===== src/rtl/pc_fetch_pkg.sv =====
// ============================================================================
// Module : pc_fetch_pkg
// Brief  : Shared types and defaults for the PC fetch sequencer.
// Rev    : 1.0  initial release
// ============================================================================
`default_nettype none

package pc_fetch_pkg;

  typedef enum logic [2:0] {
    IDLE  = 3'd0,
    ISSUE = 3'd1,
    WAIT  = 3'd2,
    HOLD  = 3'd3,
    DRAIN = 3'd4
  } fetch_state_t;

  localparam int unsigned DEFAULT_INSTR_BYTES = 4;
  localparam logic [63:0] DEFAULT_RESET_PC    = 64'h0;

endpackage : pc_fetch_pkg

`default_nettype wire


===== src/rtl/fetch_rsp_buffer.sv =====
// ============================================================================
// Module : fetch_rsp_buffer
// Brief  : One-entry pc+instr holding register for a stalled fetch response.
// Rev    : 1.0  initial release
// ============================================================================
`default_nettype none

module fetch_rsp_buffer #(
  parameter int unsigned XLEN = 64,
  parameter int unsigned ILEN = 32
) (
  input  logic            clk,
  input  logic            reset_n,
  input  logic            load_i,
  input  logic            clear_i,
  input  logic [XLEN-1:0] pc_i,
  input  logic [ILEN-1:0] instr_i,
  output logic            valid_o,
  output logic [XLEN-1:0] pc_o,
  output logic [ILEN-1:0] instr_o
);

  logic            valid_q;
  logic [XLEN-1:0] pc_q;
  logic [ILEN-1:0] instr_q;

  // Clear wins over load so a discard can never leave a stale entry behind.
  always_ff @(posedge clk or negedge reset_n) begin
    if (!reset_n) begin
      valid_q <= 1'b0;
      pc_q    <= '0;
      instr_q <= '0;
    end else if (clear_i) begin
      valid_q <= 1'b0;
    end else if (load_i) begin
      valid_q <= 1'b1;
      pc_q    <= pc_i;
      instr_q <= instr_i;
    end
  end

  assign valid_o = valid_q;
  assign pc_o    = pc_q;
  assign instr_o = instr_q;

endmodule : fetch_rsp_buffer

`default_nettype wire


===== src/rtl/pc_fetch_sequencer.sv =====
// ============================================================================
// Module : pc_fetch_sequencer
// Brief  : Drives program-counter updates and a single-outstanding imem fetch.
// Rev    : 1.0  initial release
// ============================================================================
`default_nettype none

module pc_fetch_sequencer
  import pc_fetch_pkg::*;
#(
  parameter int unsigned     XLEN        = 64,
  parameter int unsigned     ILEN        = 32,
  parameter logic [XLEN-1:0] RESET_PC    = XLEN'(DEFAULT_RESET_PC),
  parameter int unsigned     INSTR_BYTES = DEFAULT_INSTR_BYTES
) (
  input  logic            clk,
  input  logic            reset_n,
  input  logic [XLEN-1:0] pc_cur,
  output logic [XLEN-1:0] pc_next,
  output logic            pc_en,
  input  logic            stall_i,
  input  logic            redirect_valid,
  input  logic [XLEN-1:0] redirect_pc,
  output logic            imem_req_valid,
  input  logic            imem_req_ready,
  output logic [XLEN-1:0] imem_req_addr,
  input  logic            imem_rsp_valid,
  input  logic [ILEN-1:0] imem_rsp_data,
  output logic            if_valid,
  output logic [XLEN-1:0] if_pc,
  output logic [ILEN-1:0] if_instr
);

  localparam logic [XLEN-1:0] c_pc_incr = XLEN'(INSTR_BYTES);

  fetch_state_t    state_q, state_d;
  logic [XLEN-1:0] req_pc_q;
  logic            w_accept;
  logic            w_buf_load;
  logic            w_buf_clear;
  logic            w_buf_valid;
  logic [XLEN-1:0] w_buf_pc;
  logic [ILEN-1:0] w_buf_instr;

  assign imem_req_addr = pc_cur;

  always_ff @(posedge clk or negedge reset_n) begin
    if (!reset_n) begin
      state_q  <= IDLE;
      req_pc_q <= '0;
    end else begin
      state_q <= state_d;
      if (w_accept) req_pc_q <= pc_cur;
    end
  end

  always_comb begin
    state_d        = state_q;
    pc_en          = 1'b0;
    pc_next        = pc_cur;
    imem_req_valid = 1'b0;
    if_valid       = 1'b0;
    if_pc          = '0;
    if_instr       = '0;
    w_accept       = 1'b0;
    w_buf_load     = 1'b0;
    w_buf_clear    = 1'b0;

    case (state_q)
      IDLE: state_d = ISSUE;

      ISSUE: begin
        if (redirect_valid) begin
          pc_en   = 1'b1;
          pc_next = redirect_pc;
        end else begin
          imem_req_valid = 1'b1;
          if (imem_req_ready) begin
            pc_en    = 1'b1;
            pc_next  = pc_cur + c_pc_incr;
            w_accept = 1'b1;
            state_d  = WAIT;
          end
        end
      end

      WAIT: begin
        if (redirect_valid) begin
          pc_en   = 1'b1;
          pc_next = redirect_pc;
          state_d = imem_rsp_valid ? ISSUE : DRAIN;
        end else if (imem_rsp_valid) begin
          // The response is presented even while stalled; the buffer keeps it alive.
          if_valid = 1'b1;
          if_pc    = req_pc_q;
          if_instr = imem_rsp_data;
          if (stall_i) begin
            w_buf_load = 1'b1;
            state_d    = HOLD;
          end else begin
            state_d = ISSUE;
          end
        end
      end

      HOLD: begin
        if (redirect_valid) begin
          pc_en       = 1'b1;
          pc_next     = redirect_pc;
          w_buf_clear = 1'b1;
          state_d     = ISSUE;
        end else begin
          if_valid = w_buf_valid;
          if_pc    = w_buf_pc;
          if_instr = w_buf_instr;
          if (!stall_i) begin
            w_buf_clear = 1'b1;
            state_d     = ISSUE;
          end
        end
      end

      DRAIN: begin
        if (redirect_valid) begin
          pc_en   = 1'b1;
          pc_next = redirect_pc;
        end
        // The stale response still has to be absorbed before a new request.
        if (imem_rsp_valid) state_d = ISSUE;
      end

      default: state_d = IDLE;
    endcase

    if (!reset_n) pc_next = RESET_PC;
  end

  fetch_rsp_buffer #(
    .XLEN (XLEN),
    .ILEN (ILEN)
  ) u_rsp_buffer (
    .clk     (clk),
    .reset_n (reset_n),
    .load_i  (w_buf_load),
    .clear_i (w_buf_clear),
    .pc_i    (req_pc_q),
    .instr_i (imem_rsp_data),
    .valid_o (w_buf_valid),
    .pc_o    (w_buf_pc),
    .instr_o (w_buf_instr)
  );

endmodule : pc_fetch_sequencer

`default_nettype wire


===== config.mk =====
export PLATFORM = sky130hd
export DESIGN_NAME = pc_fetch_sequencer
export DESIGN_NICKNAME = d
export VERILOG_FILES = /design/src/rtl/pc_fetch_pkg.sv /design/src/rtl/fetch_rsp_buffer.sv /design/src/rtl/pc_fetch_sequencer.sv
export SDC_FILE = /design/constraint.sdc
export NUM_CORES = 1
export LEC_CHECK = 0
export ABC_AREA = 0
export CAP_MARGIN = 40
export CORE_ASPECT_RATIO = 0.5
export CORE_MARGIN = 2
export CORE_UTILIZATION = 47
export DETAILED_ROUTE_END_ITERATION = 8
export HOLD_SLACK_MARGIN = 0.12
export PLACE_DENSITY_LB_ADDON = 0.08
export SLEW_MARGIN = 20
export SYNTH_ARGS = -nofsm -noshare
export SYNTH_HDL_FRONTEND = slang
export SYNTH_HIERARCHICAL = 1
export SYNTH_SLANG_ARGS = --single-unit

===== constraint.sdc =====
create_clock -name clk -period 4.9 [get_ports clk]
set_input_delay 1.47 -clock clk [delete_from_list [all_inputs] [get_ports clk]]
set_output_delay 1.47 -clock clk [all_outputs]
set_load 0.05 [all_outputs]

* Word level (Yosys, flattened, before mapping)
Index checks and enable logic that the tools add are counted.
Widths: inputs -> output; s select.
** Storage, ports and cells
- Bits of input ports :: 166
- Register bits after elaboration :: 164
- Logic and storage cells :: 65
- Output and inout bits :: 227
** Cells by class
- Reduce and logical (&&, ||, !) cells :: 5
- Add/sub/neg operators :: 1
- Mux-type cells :: 44
- Eq/ne operators :: 9
- Bitwise logic cells :: 1
** Operator list (count)
- $mux 64 :: 7
- $pmux 64 s2 :: 2
- $mux 32 :: 3
- $add 64x3->64 const B :: 1
- $pmux 32 s2 :: 1
- $mux 3 :: 8
- $mux 1 :: 19
- $pmux 3 s5 :: 1
- $eq 3x2->1 const B :: 2
- $ne 2x2->1 const B :: 3
- $ne 3x3->1 const B :: 2
- $reduce_and 5->1 :: 1
- $pmux 1 s2 :: 2
- $eq 3x1->1 const B :: 1
- $eq 3x3->1 const B :: 1
- $logic_not 3->1 :: 1
- $reduce_or 3->1 :: 1
- $mux 2 :: 1
- $reduce_and 2->1 :: 1
- $reduce_bool 2->1 :: 1
- $not 1->1 :: 1

* Logic depth before layout (Yosys ltp)
Gate-level depths: netlist of the first run.
- Depth after elaboration :: 6
- Gate-level depth with buffers :: 12
- Depth with buffers taken out :: 8

* Modules after synthesis
Netlist of the first run, hierarchy kept.
** By module, submodules not included
- pc_fetch_sequencer :: instances 1, area an instance 7534.7 um2, seq. area each 1676.6 um2, cells each 953
- fetch_rsp_buffer :: instances 1, area an instance 3811.2 um2, seq. area each 2427.3 um2, cells each 207

* Least setup slack after synthesis of the first run
No wires, ideal clock.
- Kind :: in2out
- Start point :: in pc_cur[5]
- End point :: out pc_next[42]
- Arrival time :: 3921 ps
- Required time :: 3430 ps
- Path slack :: -491 ps
- Cell stages on the path :: 7
- Buffers on the path :: 1
- Cells stage by stage :: buf_2 nand3_1 nor4_4 nand3_1 nor4_1 nor3_1 a211oi_1
** Between the ends
- Word-level cells in the longest chain between the ends :: 5
** Ends and longest elaborated chain
- start, declared :: line pc_fetch_sequencer.sv:18 : input logic [XLEN-1:0] pc_cur,
- $add 64x3->64 :: line pc_fetch_sequencer.sv:80 : pc_next = pc_cur + c_pc_incr;
- $mux 64 :: line pc_fetch_sequencer.sv:78 : if (imem_req_ready) begin
- $mux 64 :: line pc_fetch_sequencer.sv:73 : if (redirect_valid) begin
- $pmux 64 s2 :: line pc_fetch_sequencer.sv:69 : case (state_q)
- $mux 64 :: line pc_fetch_sequencer.sv:135 : if (!reset_n) pc_next = RESET_PC;
- end, declared :: line pc_fetch_sequencer.sv:19 : output logic [XLEN-1:0] pc_next,
Every way passes these cells.

* Worst setup path after layout of the first run
- Start point :: in pc_cur[19]
- End point :: out pc_next[50]
Same word-level chain as after synthesis.

==> results of run 1 <==
-- worst max-delay path, cell delays in order --
cell,delay (ps)
buf_8,80
buf_6,110
nand4_1,220
nor4_2,370
buf_4,180
nand4_4,150
buf_6,160
nor4_4,230
nor3_2,80
nor3_2,220
clkbuf_16,210
-- power groups by stage --
| stage | clock network [W] | registers, W | logic (W) |
|---|---|---|---|
| 2_1_floorplan | 0 | 0.00186 | 0.00117 |
| 3_3_place_gp | 0 | 0.00190 | 0.00201 |
| 3_5_place_dp | 0 | 0.00195 | 0.00206 |
| 4_1_cts | 0.00139 | 0.00194 | 0.00209 |
| 5_1_grt | 0.00146 | 0.00198 | 0.00221 |
| 6_report | 0.00138 | 0.00195 | 0.00213 |
-- cells in the mapped netlist (10+ instances only) --
master | count | share of area (%)
a21oi_1 | 58 | 2.6
o221ai_1 | 14 | 1.1
o21ai_0 | 67 | 3.0
nand3_1 | 37 | 1.6
nand2_1 | 70 | 2.3
o22ai_1 | 13 | 0.72
a22oi_1 | 10 | 0.66
dfrtp_1 | 164 | 36
clkbuf_1 | 44 | 1.5
inv_1 | 15 | 0.50
nor4_1 | 18 | 0.99
nor3_1 | 41 | 1.8
a31oi_1 | 13 | 0.72
a22o_1 | 97 | 7.5
buf_2 | 33 | 1.5
and3_1 | 20 | 1.1
mux2_2 | 109 | 11
a211oi_1 | 11 | 0.73
mux2_4 | 40 | 5.3
nor2_1 | 53 | 1.8
nand4_1 | 19 | 1.0
buf_4 | 68 | 4.5
-- what timing repair did --
item,CTS,global route
pin swaps,41,46
resized for setup,197,103
setup buffers,23,17
setup endpoints to repair,55,46
-- per-layer routing --
metal	global-route usage (%)	part of all wire, %	vias to the layer above
met5	0	0	-
met4	17.5	3.6	0
met3	8.84	8.9	142
met2	65.7	48	743
met1	51.0	39	6350
li1	-	-	5361
-- cell type report --
class | count | area share, %
Antenna cell | 3 | 0.0387
Clock buffer | 18 | 2.26
Clock inverter | 12 | 0.767
Inverter | 18 | 0.348
Multi-Input combinational cell | 815 | 35.2
Sequential cell | 164 | 21.1
Tap cell | 315 | 2.03
Timing Repair Buffer | 646 | 38.2
-- worst min path at each step --
stage                            end  slack, ps  depth (start not counted)
5_1_grt        u_rsp_buffer/pc_o[51]        530                          1
6_report        u_rsp_buffer/valid_o        510                          2
2_1_floorplan   u_rsp_buffer/valid_o        460                          2
3_5_place_dp    u_rsp_buffer/valid_o        490                          2
4_1_cts        u_rsp_buffer/pc_o[61]        510                          1
3_3_place_gp    u_rsp_buffer/valid_o        480                          2
-- flip-flops by register name (all words and copies together) (netlist names) --
| name | count |
|---|---|
| req_pc_q | 64 |
| state_q | 3 |
| u_rsp_buffer/instr_o | 32 |
| u_rsp_buffer/pc_o | 64 |
| u_rsp_buffer/valid_o | 1 |
-- cells by family after synthesis --
logic type | share of synthesized area [%]
simple gates | 15.2
flops | 36.2
xor+xnor | 0.154
mux | 16.8
buf+inv | 9.81
fa+ha+maj | 0.110
compound gates | 21.8
-- stage by stage --
step	utilization, %	cell area, um2	hold slack (ps)	setup WS [ps]
2_1_floorplan	-	11600	461	-80.2
3_3_place_gp	75.7	18100	485	-538
3_5_place_dp	75.7	18100	490	-563
4_1_cts	79.9	19100	512	-3.09
5_1_grt	81.3	19400	526	-71.6
6_report	81.4	19400	509	-59.0
==> flow_summary_export.csv, run 1 <==
group,metric,value,unit
outcome,status,"finished, violations left",
outcome,violations,"negative setup slack",
synthesis,yosysSeqAreaShare,36.2,%
worst_setup_path,worstPathArrival,3490,ps
global_route,grt_pass1_vias,12777,
synthesis,synth-async-reset-ratio,100,%
sta,setup_slack,-59.0,ps
global_route,grt.overflow.total,0,
floorplan,row_count,40,
synthesis,synth_enable_flop_cells,0,
finish,final_cells,1991,
job,drv_cap,0,
sta,maxSlewHeadroom,51.3,%
min_path,hold_path.class,"flop to flop",
power_and_ir_drop,internal_power,0.00343,W
worst_setup_path,crit_required,3430,ps
route,drt_first_iter_violations,1247,
sta,rsz0062_at_grt,"yes",
sta,period_share,101,%
place,gp_congestion,0.952,
finish,fillers,1355,
power_and_ir_drop,vdd_ir_drop_max,0.232,mV
power_and_ir_drop,cellLeakagePower,8.37,nW
floorplan,initial_core_util,47.5,%
floorplan,die_h,114,um
sta,hold_viol,0,
power_and_ir_drop,p_sw_share,37.2,%
worst_setup_path,startpoint,"pc_cur[19]",
global_route,antenna_found_initial,2,
finish,final_common_cell,"buf_4",
route,routedWlPerCell,26.1,um
cts,cts.clk_slew.worst_paths,80,ps
power_and_ir_drop,power,0.00547,W
cts,cts_sinks,164,
floorplan,io_pins,393,
synthesis,netlist_area,11300,um2
sta,period_needed,4960,ps
place,dpl.hpwl,36900,um
worst_setup_path,endpoint,"pc_next[50]",
worst_setup_path,start_kind,"input pin",
finish,regArea,4100,um2
min_path,hp-start,"u_rsp_buffer/valid_o",
floorplan,coreArea,23900,um2
cts,clock-root-buffer,"clkbuf_16",
synthesis,ys_seq_elements,164,
global_route,grt.total_usage,39.9,%
sta,worst_pin_slew,731,ps
finish,multi_input_area,6840,um2
power_and_ir_drop,power_frac_clock,25.3,%
worst_setup_path,criticalPathCategory,"input pin to output pin",
route,postRouteAntennaNets,0,
sta,setup_tns,-64.0,ps
sta,slew_violations,0,
power_and_ir_drop,combPwrFrac,39.0,%
synthesis,synthFlopType,"dfrtp_1",
power_and_ir_drop,seqPwrFrac,35.7,%
sta,fin_skew,12.2,ps
global_route,grt_pass1_wl,77000,um
place,port_buffers,392,
power_and_ir_drop,p_switching,0.00204,W
finish,area_delta_synth_final,71.2,%
worst_setup_path,r2r_end,"u_rsp_buffer/instr_o[11]",
route,viasPerCell,6.33,
sta,setup_violations,2,
worst_setup_path,r2r_setup_slack,1430,ps
route,drc,0,
worst_setup_path,rr_startpoint,"state_q[1]",
finish,drive_above_1_share,47.6,%
synthesis,syn_avg_cell_area,9.78,um2
cts,cts_hold_buf,0,
floorplan,die_w,224,um
route,dr.pass1.iters,5,
place,placedCellCount,1921,
cts,h-tree-depth,4,
worst_setup_path,crit_path_end_kind,"output pin",
synthesis,yosysUniqueCellTypes,83,
worst_setup_path,crit_fanout,5,
sta,fmax,0.202,GHz
synthesis,ys_warn_count,6,
global_route,grt_max_degree,85,
floorplan,fp.dieArea,25500,um2
finish,final_nets,1829,
cts,clkLatencyLatePin,460,ps
cts,cts_buffers,17,
synthesis,syn_inst,1160,
route,via_count,12596,
synthesis,syn_nets,1327,
route,detail_route.wirelength,51900,um
cts,cts_buffer_depth,2,
worst_setup_path,reg2reg_depth,7,
power_and_ir_drop,p_per_area,282,nW/um2
cts,cts_tree,"yes",
finish,most-common-layout-cells,"buf_4 (256), dfrtp_1 (164), buf_12 (161)",
Power figures use the tool's default switching activity.
==> inputs of run 2 (changes only) <==
==> constraint.sdc (replaced) <==
create_clock -name clk -period 4.9 [get_ports clk]
set_input_delay 0.98 -clock clk [delete_from_list [all_inputs] [get_ports clk]]
set_output_delay 0.98 -clock clk [all_outputs]
set_load 0.05 [all_outputs]
==> run 2 against run 1 <==
Against the previous run:
- the run now ends clean
- final area decreased by 10%
- clock power hardly changed
- clock skew up 0.77 ps
- combinational power down 8%
- worst hold slack got worse by 11 ps
==> flow_summary_export.csv, run 2 (synthesized netlist as in run 1, its figures left out) <==
group,metric,value,unit
power_and_ir_drop,cellLeakagePower,7.27,nW
sta,setup_violations,0,
global_route,grt.overflow.total,0,
floorplan,die_h,114,um
global_route,grt_max_degree,84,
sta,fmax,0.210,GHz
sta,setup_tns,0,ps
worst_setup_path,critPathSlowestCell,"clkdlybuf4s50_1",
finish,final_util,73.1,%
place,gp_congestion,0.945,
cts,post_cts_resized,0,
cts,cts_buffers,17,
sta,hold_ws,498,ps
route,dr.pass1.iters,6,
power_and_ir_drop,internal_power,0.00331,W
finish,area_delta_synth_final,53.9,%
route,viasPerCell,6.27,
worst_setup_path,start_kind,"input pin",
route,routedWlPerCell,24.8,um
job,drv_cap,0,
finish,most-common-layout-cells,"clkdlybuf4s50_1 (227), dfrtp_1 (164), buf_12 (158)",
sta,rsz0062_at_grt,"no",
power_and_ir_drop,p_per_area,300,nW/um2
sta,worst_pin_slew,724,ps
finish,drive_above_1_share,31.3,%
outcome,status,"finished clean",
cts,cts.clk_slew.worst_paths,80,ps
cts,h-tree-depth,4,
cts,clock-root-buffer,"clkbuf_16",
worst_setup_path,slowest_delay,640,ps
worst_setup_path,crit_path_end_kind,"output pin",
route,drt_first_iter_violations,1316,
power_and_ir_drop,p_switching,0.00192,W
place,dpl.hpwl,33600,um
route,postRouteAntennaNets,0,
worst_setup_path,cp_cell_sequence,"clkdlybuf4s50_1 > nand4_2 > nor4_1 > nand3_1 > or2_2 > a211oi_1 > buf_12",
power_and_ir_drop,vdd_ir_drop_max,0.257,mV
global_route,grt_pass1_wl,68700,um
sta,slew_violations,0,
worst_setup_path,r2r_setup_slack,1590,ps
cts,cts_setup_buffers,0,
finish,fillers,1632,
route,detail_route.wirelength,45200,um
floorplan,initial_core_util,47.5,%
min_path,hold_path.class,"input pin to async pin",
floorplan,io_pins,393,
sta,period_share,97.0,%
finish,final_nets,1662,
cts,cts_buffer_depth,2,
floorplan,fp.dieArea,25500,um2
floorplan,coreArea,23900,um2
global_route,antenna_found_initial,0,
worst_setup_path,criticalPathCategory,"input pin to output pin",
floorplan,row_count,40,
cts,cts_tree,"yes",
floorplan,die_w,224,um
place,place_ws,280,ps
finish,final_cells,1824,
global_route,grt.total_usage,35.4,%
power_and_ir_drop,seqPwrFrac,36.7,%
route,via_count,11430,
global_route,grt_pass1_vias,11385,
cts,clkLatencyLatePin,460,ps
place,port_buffers,392,
sta,period_needed,4750,ps
cts,cts_hold_buf,0,
sta,setup_slack,147,ps
sta,fin_skew,13.0,ps
power_and_ir_drop,p_sw_share,36.7,%
worst_setup_path,crit_required,3920,ps
sta,maxSlewHeadroom,51.7,%
place,placedCellCount,1790,
cts,cts_sinks,164,
worst_setup_path,worstPathArrival,3770,ps
power_and_ir_drop,power_frac_clock,26.0,%
power_and_ir_drop,combPwrFrac,37.3,%
route,drc,0,
finish,final_common_cell,"clkdlybuf4s50_1",
worst_setup_path,crit_fanout,7,
sta,hold_viol,0,
==> run 2: cell count changes in the layout (fill, tap and decap cells not counted), moves of 15 or more <==
cell and delta:
a21oi_2 -15, a21oi_1 +16, nor3_1 +18, clkdlybuf4s50_1 +74
buf_4 -165, nor3_2 -15, buf_6 -23
==> run 2: cell type report <==
type	count	area (um2)	share of cell area [%]
clock inverter	13	143	0.817
sequential	164	4100	23.5
clock buffer	19	443	2.54
multi-input combinational	815	6160	35.3
tap	315	394	2.26
inverter	18	67.6	0.387
timing repair buffer	479	6150	35.2
antenna	1	2.50	0.0143
==> run 2: path summary, 6_finish.rpt <==
kind                                      start                     to  depth (start not counted)
setup / recovery                     pc_cur[14]            pc_next[44]                          7
hold / removal                          reset_n           req_pc_q[44]                          1
setup reg to reg                     state_q[1]  u_rsp_buffer/pc_o[63]                          7
hold reg to reg            u_rsp_buffer/valid_o   u_rsp_buffer/valid_o                          2
max in group asynchronous               reset_n  u_rsp_buffer/pc_o[14]                          3
min in group clk           u_rsp_buffer/valid_o   u_rsp_buffer/valid_o                          2
==> run 2: critical path, delay by kind of cell <==
family,cells,cell delay (ps)
AO/OA/AOI/OAI,1,540
buffers and inverters,2,860
AND/OR/NAND/NOR,4,1400
==> run 2: power groups by stage <==
stage / Sequential [W] / Combinational (W) / Clock [W]
detailed placement: 0.00193 / 0.00193 / 0
CTS: 0.00191 / 0.00194 / 0.00138
global placement: 0.00189 / 0.00190 / 0
finish: 0.00192 / 0.00195 / 0.00136
global route: 0.00196 / 0.00204 / 0.00144
floorplan: 0.00186 / 0.00113 / 0
==> run 2: per-stage QoR <==
stage / total power [W] / instance area [um2]
after floorplan: 0.00299 / 11300
after global placement: 0.00379 / 16900
after detailed placement: 0.00386 / 16900
after CTS: 0.00523 / 17400
after global routing: 0.00544 / 17500
final: 0.00523 / 17500
==> run 2: metal layers <==
layer  GRT usage, %  vias up  routed length (um)
li1               -     5001                   -
met1           47.1     5719               18700
met2           57.5      618               21200
met3           7.62       92                4070
met4           12.5        0                1180
met5              0        -                   0
